<file path="config.mk">
export PLATFORM = sky130hd
export DESIGN_NAME = tanh_step_controller
export DESIGN_NICKNAME = d
export VERILOG_FILES = /design/src/rtl/tanh_step_controller.sv
export SDC_FILE = /design/constraint.sdc
export NUM_CORES = 1
export LEC_CHECK = 0
export CAP_MARGIN = 10
export CELL_PAD_IN_SITES_DETAIL_PLACEMENT = 1
export CELL_PAD_IN_SITES_GLOBAL_PLACEMENT = 1
export CORE_AREA = 2 2 39 41
export CTS_CLUSTER_DIAMETER = 50
export DETAILED_ROUTE_END_ITERATION = 7
export DIE_AREA = 0 0 41 43
export GPL_TIMING_DRIVEN = 1
export PLACE_DENSITY_LB_ADDON = 0.25
export SLEW_MARGIN = 20
export SYNTH_ARGS = -nofsm -noshare
export SYNTH_HDL_FRONTEND = slang
export SYNTH_SLANG_ARGS = --single-unit
export TNS_END_PERCENT = 100
</file>
<file path="constraint.sdc">
create_clock -name clock -period 3.18 [get_ports clock]
set_input_delay 0.477 -clock clock [delete_from_list [all_inputs] [get_ports clock]]
set_output_delay 0.477 -clock clock [all_outputs]
set_load 0.05 [all_outputs]
</file>
<file path="src/rtl/tanh_step_controller.sv">
// rtl/tanh_step_controller.sv - iteration sequencer feeding state_selector for the tanh datapath
// Drives start/done requests to the selector and paces a fixed-length step loop.
module tanh_step_controller #(
    parameter int ITER_COUNT = 8,
    parameter int CNT_W      = 4
) (
    input  logic             clock,
    input  logic             reset_b,
    input  logic             in_valid,
    output logic             in_ready,
    input  logic             state,
    output logic             start_req,
    output logic             done_req,
    output logic             load_x,
    output logic             step_en,
    output logic [CNT_W-1:0] iter_idx,
    output logic             out_valid,
    input  logic             out_ready,
    output logic             err
);

    // One extra bit so ITER_COUNT == 2**CNT_W still compares correctly.
    localparam logic [CNT_W:0] ITER_LIM  = (CNT_W+1)'(ITER_COUNT);
    localparam logic [CNT_W:0] ITER_LAST = (CNT_W+1)'(ITER_COUNT - 1);

    logic [CNT_W-1:0] cnt;
    logic [CNT_W:0]   cnt_ext;
    logic             in_range;

    assign cnt_ext  = {1'b0, cnt};
    assign in_range = (cnt_ext < ITER_LIM);
    assign iter_idx = cnt;

    always_comb begin
        in_ready  = 1'b0;
        start_req = 1'b0;
        load_x    = 1'b0;
        step_en   = 1'b0;
        done_req  = 1'b0;
        if (!reset_b) begin
            in_ready  = !state && !out_valid;
            start_req = in_valid && in_ready;
            load_x    = start_req;
            step_en   = state && in_range;
            done_req  = step_en && (cnt_ext == ITER_LAST);
        end
    end

    always_ff @(posedge clock) begin
        if (reset_b) begin
            cnt       <= '0;
            out_valid <= 1'b0;
            err       <= 1'b0;
        end else begin
            if (start_req || done_req) begin
                cnt <= '0;
            end else if (step_en) begin
                cnt <= cnt + 1'b1;
            end

            if (done_req) begin
                out_valid <= 1'b1;
            end else if (out_valid && out_ready) begin
                out_valid <= 1'b0;
            end

            // Busy with an exhausted count or with a result still pending means the selector is out of step.
            if (state && (!in_range || out_valid)) begin
                err <= 1'b1;
            end
        end
    end

endmodule

</file>
## Word level (Yosys, flattened, before mapping)

Index checks and enable logic that the tools add are counted.

| cells by class | value |
|---|---|
| mux-type cells | 6 |
| reduce and logical (&&, ||, !) cells | 13 |
| $add $sub $neg | 1 |
| equal/unequal tests | 1 |
| $lt $le $gt $ge | 1 |

Operators with widths:

| cell | number |
|---|---|
| $logic_and A1 B1 Y1 | 6 |
| $mux W1 | 6 |
| $add A4 B1 Y4 const B | 1 |
| $eq A4 B3 Y1 const B | 1 |
| $lt A4 B4 Y1 const B | 1 |
| $logic_not A1 Y1 | 3 |
| $logic_or A1 B1 Y1 | 2 |
| $reduce_bool A2 Y1 | 1 |
| $reduce_or A2 Y1 | 1 |

| storage, ports and cells | value |
|---|---|
| output and inout port bits | 11 |
| word-level logic and storage cells | 25 |
| flip-flop bits (word level) | 6 |
| input bits | 5 |

## Depth between registers and ports, before layout

| depth | value |
|---|---|
| depth after elaboration | 6 |
| gate-level depth with buffers | 4 |
| gate-level depth less buffers | 4 |

## Worst setup path after synthesis

Ideal clock, no wire load.

| timing | value |
|---|---|
| kind | flip-flop to output port |
| from | register out_valid |
| to | output port start_req |
| data arrival time | 2.564 ns |
| path slack | 0.139 ns |
| data required time | 2.703 ns |
| cell stages (with the launch flop) | 4 |
| path buffers | 1 |
| cells stage by stage | dfxtp_1 nor3_1 and2_1 buf_4 |

| between the ends | value |
|---|---|
| cells in the longest elaborated chain, start to end | 4 |

RTL lines:

| element | line | text |
|---|---|---|
| start: declaration | 17 | `output logic out_valid,` |
| start signal: assignment | 52 | `out_valid <= 1'b0;` |
| start signal: assignment | 62 | `out_valid <= 1'b1;` |
| start signal: assignment | 64 | `out_valid <= 1'b0;` |
| $logic_not A1 Y1 | 41 | `in_ready = !state && !out_valid;` |
| $logic_and A1 B1 Y1 | 41 |  |
| $logic_and A1 B1 Y1 | 42 | `start_req = in_valid && in_ready;` |
| $mux W1 | - |  |
| end: declaration | 12 | `output logic start_req,` |

Every way passes these cells.

## Worst setup path in the final report

| timing | value |
|---|---|
| from | input port state |
| to | output port step_en |

| between the ends | value |
|---|---|
| cells in the longest elaborated chain, start to end | 2 |

RTL lines:

| element | line | text |
|---|---|---|
| start: declaration | 11 | `input logic state,` |
| $logic_and A1 B1 Y1 | 44 | `step_en = state && in_range;` |
| $mux W1 | 40 | `if (!reset_b) begin` |
| end: declaration | 15 | `output logic step_en,` |

Every way passes these cells.

==> impl_metrics.toml <==
[min_path]
hold_end = "err$_SDFFE_PP0P_"
hold-path-cell-count = 2
worstHoldStart = "err$_SDFFE_PP0P_"
min_path_type = "flip-flop to flip-flop"

[power_and_ir_drop]
power.net_switching_uw = 47.7
leakagePower_nw = 0.179
p_comb_share_pct = 18.3
power_density_nw_per_um2 = 375
p_int_uw = 133
clockPowerShare_pct = 38.7
p_total_uw = 180
pwr-share-seq_pct = 43.0
switching_share_pct = 26.4
irDropWorstVdd_uv = 173

[final_layout]
area_delta_synth_final_pct = 61.3
drive_above_1_share_pct = 14.3
antenna_cells = 0
fin_area_um2 = 480
layout.cells.non_filler = 65
nNetsFinal = 57
final_util_pct = 34.7

[worst_setup_path]
r2r-start = "iter_idx[0]$_SDFFE_PP0P_"
crit_arrival_ps = 2220
startpoint_type = "primary input"
critPathKind = "primary input to output pin"
reg2reg_setup_slack_ps = 2010
cp-end-kind = "output pin"
worst_r2r_endpoint = "iter_idx[2]$_SDFFE_PP0P_"
r2r_cells = 4
crit_fanout = 6
worstPathRequired_ps = 2700

[detailed_routing]
wl_per_cell_um = 11.3
drt_iter0_markers = 1
wirelength_um = 737
via_per_inst = 4.38
drcViolationCount = 0
ant_nets = 0
drt_first_pass_iters = 2
vias = 285

[yosys]
synth-seq-cells = 6
netlist_area_um2 = 298
syn_inst = 32
synth.avg_cell_area_um2 = 9.31
syn_nets = 38
synthFlopType = "dfxtp_1"
yosys_warnings = 0
synth_cell_types = 19
synth_seq_area_share_pct = 40.3
synth-edff-count = 0
async_reset_ff_share_pct = 0

[floorplanning]
ios = 16
num_rows = 14
die_w_um = 41
die_h_um = 43
die_area_um2 = 1760
core_um2 = 1380
start_util_pct = 21.5

[run]
maxCapViolCount = 0

[sta]
relSlewSlack_pct = 65.9
fin_ws_ps = 484
fin_setup_tns_ps = 0
tightest_slew_ps = 510
slew_viol_final = 0
hold_viol = 0
clock.fmax_ghz = 0.371
setup_viol = 0
fin_skew_ps = 3.30
fin_crit_ps = 2700
post-route-period-util_pct = 84.8
rsz0062_at_grt = "no"
holdWs_ps = 450

[place]
place_hpwl_um = 603
port_buffers = 15
dp.cells = 62
pre_cts_slack_ps = 451
placedInstanceArea_um2 = 458
place_congestion = 0.690

[clocking]
cts_setup_buffers = 0
cts_resized = 0
numCtsBuffers = 3
cts_tree = "done"
clock_sinks = 6
clock_tree.buffer_depth = 2
insertion_delay_ps = 240
hold_buffers = 0
htree_levels = 1
clk_pin_slew_ps = 40
root_buffer = "clkbuf_4"

[grt]
grt_max_degree = 7
antenna_found_initial = 0
grt_use_total_pct = 11.0
grt_first_pass_wirelength_mm = 1.26
grt_pass1_vias = 292
grt_overflow_total = 0

[status]
status = "complete, no violations"
## cell usage after synthesis (2+ instances only)
master    instances  area share, %
nand3_1           2            3.4
nor2_1            3            3.8
dfxtp_1           6             40
inv_1             2            2.5
a21oi_1           4            6.7
nand2b_1          2            4.2
## cell families after synthesis
group	after synthesis	synth area share, %
AOI/OAI and AO/OA	7	13.9
DFF	6	40.3
muxes	1	3.36
adders and majority gates	1	4.20
xor gates and xnor gates	1	2.94
buffers and inverters	3	5.04
and+or+nand+nor	13	30.2
## registers in the layout, summed over array words and instances, names as in the netlist
register,flops
iter_idx,4
err,1
out_valid,1
## power groups by stage
stage          logic, mW  clock network (mW)  registers [mW]
2_1_floorplan     0.0163                   0          0.0821
3_3_place_gp      0.0327                   0          0.0789
3_5_place_dp      0.0335                   0          0.0790
4_1_cts           0.0334              0.0736          0.0776
5_1_grt           0.0348              0.0772          0.0778
6_report          0.0329              0.0699          0.0776
## placed cells by master, fill, tap and decap left out
master / count
clkdlybuf4s50_1: 14
dfxtp_1: 6
a21oi_1: 4
nor2_1: 3
clkbuf_4: 3
nand3_1: 2
inv_1: 2
nand2b_1: 2
nor3b_4: 1
nor3_1: 1
and2_1: 1
a21o_1: 1
mux2i_1: 1
o21ai_0: 1
a41oi_1: 1
nor3_2: 1
nand2_1: 1
and4bb_2: 1
xnor2_1: 1
ha_1: 1
buf_4: 1
## metal layers
layer	vias to the layer above	GRT usage, %	wire length [um]
met5	-	0	0
met1	133	13.5	326
met2	6	15.3	374
li1	146	-	-
met3	0	4.71	37
met4	0	6.00	0
## worst max-delay path by stage
stage                                       from        end  slack (ps)  cells after the start
after floorplan           out_valid$_SDFFE_PP0P_  start_req         140                      3
after CTS                                  state    step_en         460                      3
after detailed placement                   state    step_en         450                      3
final                                      state    step_en         480                      3
after global routing                     reset_b  start_req         380                      4
after global placement                     state    step_en         500                      3
## cell type report
| cell class | count | area (um2) |
|---|---|---|
| Multi-Input combinational cell | 23 | 163 |
| Inverter | 2 | 7.51 |
| Sequential cell | 6 | 120 |
| Clock buffer | 3 | 22.5 |
| Tap cell | 16 | 20.0 |
| Timing Repair Buffer | 15 | 148 |
| Fill cell | 168 | 903 |
## critical path: stages
cell             delay, ps
clkdlybuf4s50_1        540
nor3b_4                320
clkdlybuf4s50_1        870
Power figures use the tool's default switching activity.
